===== config.mk =====
export PLATFORM = sky130hd
export DESIGN_NAME = instruction_sequencer
export DESIGN_NICKNAME = d
export VERILOG_FILES = /design/src/rtl/instruction_sequencer.sv
export SDC_FILE = /design/constraint.sdc
export NUM_CORES = 1
export LEC_CHECK = 0
export ABC_AREA = 1
export CORE_MARGIN = 3
export CORE_UTILIZATION = 45
export CTS_CLUSTER_DIAMETER = 120
export DETAILED_ROUTE_END_ITERATION = 10
export GPL_TIMING_DRIVEN = 1
export PLACE_DENSITY = 0.85
export SYNTH_ARGS = -nofsm -noshare
export SYNTH_HDL_FRONTEND = slang
export SYNTH_SLANG_ARGS = --single-unit
export TNS_END_PERCENT = 5

===== constraint.sdc =====
create_clock -name clk -period 4.3 [get_ports clk]
set_input_delay 0.86 -clock clk [delete_from_list [all_inputs] [get_ports clk]]
set_output_delay 0.86 -clock clk [all_outputs]
set_load 0.02 [all_outputs]

===== src/rtl/instruction_sequencer.sv =====
// instruction_sequencer: fetches words from a synchronous instruction memory, decodes add/sub/sd,
// and issues one op at a time to the datapath, holding it until ex_done.
module instruction_sequencer #(
    parameter int ADDR_W   = 8,
    parameter int PROG_LEN = 256
) (
    input  logic              clk,
    input  logic              reset,
    input  logic              start,
    output logic [ADDR_W-1:0] imem_addr,
    input  logic [31:0]       imem_data,
    input  logic              ex_done,
    output logic [4:0]        rs1,
    output logic [4:0]        rs2,
    output logic [4:0]        rd,
    output logic [6:0]        op_code,
    output logic              issue_valid,
    output logic              illegal,
    output logic              halted,
    output logic [ADDR_W-1:0] pc
);
    localparam logic [ADDR_W-1:0] LAST_PC = ADDR_W'(PROG_LEN - 1);

    typedef enum logic [2:0] {S_IDLE, S_FETCH, S_DECODE, S_ISSUE, S_HALT} state_t;

    state_t            r_state, w_next;
    logic [ADDR_W-1:0] r_pc;
    logic [4:0]        r_rs1, r_rs2, r_rd;
    logic [6:0]        r_op, w_op;
    logic              r_illegal, w_zero, w_last, w_bad, w_advance;

    assign w_zero = imem_data == 32'h0;
    assign w_last = r_pc == LAST_PC;
    assign w_op   = (imem_data[6:0] == 7'b0110011 && imem_data[14:12] == 3'b000) ?
                        (imem_data[31:25] == 7'b0000000 ? 7'd2 :
                         imem_data[31:25] == 7'b0100000 ? 7'd3 : 7'd0) :
                    (imem_data[6:0] == 7'b0100011 && imem_data[14:12] == 3'b011) ? 7'd1 : 7'd0;
    assign w_bad  = r_state == S_DECODE && !w_zero && w_op == 7'd0;
    // Both a skipped illegal word and a completed issue move on to the next slot
    assign w_advance = w_bad || (r_state == S_ISSUE && ex_done);

    always_ff @(posedge clk or posedge reset) begin
        if (reset)
            r_state <= S_IDLE;
        else
            r_state <= w_next;
    end

    always_comb begin
        w_next = r_state;
        case (r_state)
            S_IDLE, S_HALT: w_next = start ? S_FETCH : r_state;
            S_FETCH:        w_next = S_DECODE;
            S_DECODE:       w_next = w_zero ? S_HALT : w_op != 7'd0 ? S_ISSUE : w_last ? S_HALT : S_FETCH;
            S_ISSUE:        w_next = !ex_done ? S_ISSUE : w_last ? S_HALT : S_FETCH;
            default:        w_next = S_IDLE;
        endcase
    end

    always_ff @(posedge clk or posedge reset) begin
        if (reset) begin
            r_pc      <= '0;
            r_rs1     <= '0;
            r_rs2     <= '0;
            r_rd      <= '0;
            r_op      <= '0;
            r_illegal <= 1'b0;
        end else begin
            r_illegal <= w_bad;
            if ((r_state == S_IDLE || r_state == S_HALT) && start)
                r_pc <= '0;
            else if (w_advance && !w_last)
                r_pc <= r_pc + ADDR_W'(1);
            if (r_state == S_DECODE && w_op != 7'd0) begin
                r_rs1 <= imem_data[19:15];
                r_rs2 <= imem_data[24:20];
                r_rd  <= imem_data[11:7];
                r_op  <= w_op;
            end else if (r_state == S_ISSUE && ex_done) begin
                r_op <= 7'd0;
            end
        end
    end

    always_comb begin
        issue_valid = r_state == S_ISSUE;
        halted      = r_state == S_HALT;
    end

    assign imem_addr = r_pc;
    assign pc        = r_pc;
    assign rs1       = r_rs1;
    assign rs2       = r_rs2;
    assign rd        = r_rd;
    assign op_code   = r_op;
    assign illegal   = r_illegal;
endmodule


==> summary by stage <==
GRT
Entering global routing, the biggest net connects 30 pins. Across every metal layer, demand over resource in global routing totals 19.5%. The global-route wire length before repair is 6670 um. Summed over all layers, the global routing overflow is 0. The initial antenna violation count is 0. The number of global-route vias before repair is 1,491.

Worst setup path
The startpoint identified for the worst register-to-register timing path is imem_addr[0]. The data required time at the worst endpoint is 3.44 ns. The critical setup path kind is reg -> out. The depth of the worst register-to-register path is 6.

Of all nets on the critical path, the largest fanout is 5. The arrival time at the worst endpoint is 1.69 ns. The worst register-to-register path ends at r_state[0]. STA classifies the critical path startpoint as a flop.

The worst setup slack for register-to-register paths is 2.56 ns. The end point of the critical path is issue_valid. The endpoint kind of the worst setup timing path is an output port. Tracing the worst setup path back leads to its startpoint at r_state[0].

Final layout
0 antenna diodes ended up in the layout. In the final layout, the multi-input gates occupy 878 sq um. The filler cells instantiated in the layout total 304.

The post-synthesis to final-layout area growth is 42.3%. For this run, the post-layout net count is 322. The register area is 726 sq um.

Of the cells placed in the final design, the portion with a size suffix greater than 1 is 11.2%.

STA
The count of final max-slew check failures is 0. The worst path in the final design needs a cycle of 2.55 ns, including I/O delays and setup. The slew at the pin closest to its max-slew limit is 1.06 ns. The final sum of negative setup slack is 0 ns. The timing-limited maximum frequency is 392 MHz.

The share of the cycle needed by the critical path after routing is 59.3%. Setup violations remaining at the end of the flow were counted as 0. The worst clock skew is 0.00748 ns. Setup repair after global routing left no endpoint under its margin. The number of hold violations in the final report is 0.

The tightest hold margin is 0.476 ns. The max-slew headroom at the worst pin is 29.4%.

Route
For this run, design rule violations remaining after detail routing come to 0. The final antenna-violating net count is 0. Dividing the detail-routed via count by the number of cells gives 4.78.

The pre-antenna-repair detailed-routing pass consisted of 4 iterations. After detailed routing, the average wire length per cell comes to 12.7 um. The total number of vias is 1,592. After the first detailed-routing iteration, the DRC count stood at 80. The wire length after detailed routing is 4220 um.

Placement
After legalization and detailed placement, the total HPWL measured 3320 um. The routability-driven placement congestion ratio is 0.806. The number of port buffers is 71.

Floorplan
The count of pins on the block boundary is 77. The floorplan step defined a die boundary enclosing 4720 sq um. The initial utilization of the core area, before any placement, comes to 47.6%.

The core area is 3720 sq um. The chip height is 68.7 um. After floorplanning, the core was divided into 22 placement rows. The horizontal die dimension is 68.7 um.

Job
The tool flagged a number of max-cap violations equal to 0.

Clock tree
The clock-pin slew reported for the worst setup and hold paths after clock tree synthesis is 0.05 ns. After clock tree synthesis, the setup repair step added 0 buffers. The buffer cell driving the clock tree root is clkbuf_8.

The TritonCTS buffer count is 5. The total number of H-tree levels is 2. The number of gates resized after CTS is 0.

The clock net in this run drives a total of 29 sinks. TritonCTS built the clock tree. Buffers inserted to repair hold after CTS numbered 0.

For the worst-skew pair, the clock arrives at the later sink with an insertion delay of 0.28 ns. The clock passes through at most 2 buffers.

Synthesis
The synthesized design contains 29 register bits. The count of yosys warnings during synthesis is 0. The proportion of register bits with asynchronous set or reset after synthesis is 100%. The share of synthesized area occupied by flip-flops and latches is 41.0%. The post-synthesis instance area is 1770 sq um. Ranked by total cell area, the synthesized netlist is headed by dfrtp_1 (41%), nand2_1 (16%), nor2_1 (6.4%).

The average instance in the mapped netlist occupies 8.04 sq um. The dominant register cell in the synthesized netlist is dfrtp_1. The top cell type by area accounts for 41.0% of the synthesized area. The cell count after synthesis came out at 220. The library cell occupying the most area in the post-synthesis netlist is dfrtp_1. The number of enable flip-flop cells after synthesis is 0. The number of library cell types mapped by synthesis is 30.

Hold path
The cell depth of the worst min-delay path is 2. The path category of the worst min-delay check is reg -> reg.

Power
The final total power is 933 uW. In this run the power density over the cells is 370 nW/um^2. The analysis attributes to cell leakage a power of 1.17 nW. The worst-case IR drop observed on VDD is 0.293 mV.

Outcome
The run finished with clean final reports.
-- synthesized netlist by cell type (all sizes together) (3+ instances only) --
| cell | n |
|---|---|
| xor2 | 5 |
| nor2 | 34 |
| inv | 13 |
| nand2 | 80 |
| nor3 | 3 |
| dfrtp | 29 |
| o21ai | 5 |
| buf | 17 |
| nand3 | 18 |
| nand4 | 7 |
-- kinds of logic (layout without fill, tap and decap cells) --
family          after synthesis  after routing  synth area share, %
simple gates                145            145                 42.6
buf+inv                      31             92                 10.2
flops                        29             29                 41.0
compound gates                7              7                 2.26
xor+xnor                      6              6                 2.97
fa+ha+maj                     1              1                0.707
other cells                   1              5                0.212
-- flip-flops by register name, indices dropped and copies added (netlist names) --
register / count
imem_addr: 8
r_state: 3
rs1: 5
rs2: 5
op_code: 2
rd: 5
illegal: 1
-- critical path: stages, from the launching register on --
cell             delay (ns)
dfrtp_1                0.41
inv_1                  0.11
nor3_4                 0.25
clkdlybuf4s50_1        0.65
-- through the flow --
stage          area (sq um)  setup slack [ns]  std cells  utilization [%]
2_1_floorplan          1780              2.43        224                -
3_3_place_gp           2430              1.84        326             65.4
3_5_place_dp           2430              1.77        326             65.4
4_1_cts                2520              1.73        333             67.7
5_1_grt                2520              1.65        333             67.7
6_report               2520              1.75        333             67.7
-- routing by layer --
layer	up-vias	track usage [%]	share of wire [%]
met1	740	22.4	41
met4	0	9.00	1.9
met3	7	4.54	4.9
met2	40	34.1	52
met5	-	0	0
li1	805	-	-
-- cell type report --
cell class | instances | share of cell area, %
repair buffers | 71 | 28.2
clock buffers | 7 | 3.43
multi-input cells | 164 | 34.9
well taps | 48 | 2.39
flip-flops and latches | 29 | 28.8
inverters | 14 | 2.24
-- placed cells by master (no fill, tap or decap) --
cell and n:
nand2_1 74, clkdlybuf4s50_1 71, nor2_1 30, dfrtp_1 29, inv_1 11, nand3_2 10, nand3_1 8, nand4_1 7
clkbuf_8 6, xor2_1 5, conb_1 5, o21ai_0 4, nor2_2 3, nor3_4 3, nand2_4 3, nand2_8 2
nand3b_1 1, or2_1 1, nor3b_1 1, clkinv_2 1, inv_2 1, nor2_4 1, inv_4 1, nand2_2 1
xnor2_1 1, o21ai_1 1, a31oi_1 1, o311ai_0 1, ha_1 1, clkbuf_1 1
-- power breakdown --
group / total [mW] / internal (mW) / switching, mW / leakage (nW)
logic: 0.371 / 0.155 / 0.216 / 0.731
clock network: 0.223 / 0.127 / 0.0969 / 0.0443
registers: 0.338 / 0.303 / 0.0352 / 0.398
total: 0.933 / 0.585 / 0.348 / 1.17
-- how the worst min path moves through the flow --
stage	from	to	slack, ns
after floorplan	r_state[1]	r_state[1]	0.49
after global placement	rs1[0]	rs1[0]	0.46
after detailed placement	rs2[4]	rs2[4]	0.46
after CTS	rs2[4]	rs2[4]	0.48
after global routing	rd[3]	rd[3]	0.50
final	rd[2]	rd[2]	0.48
No activity file was read; power rests on OpenSTA's default activity.
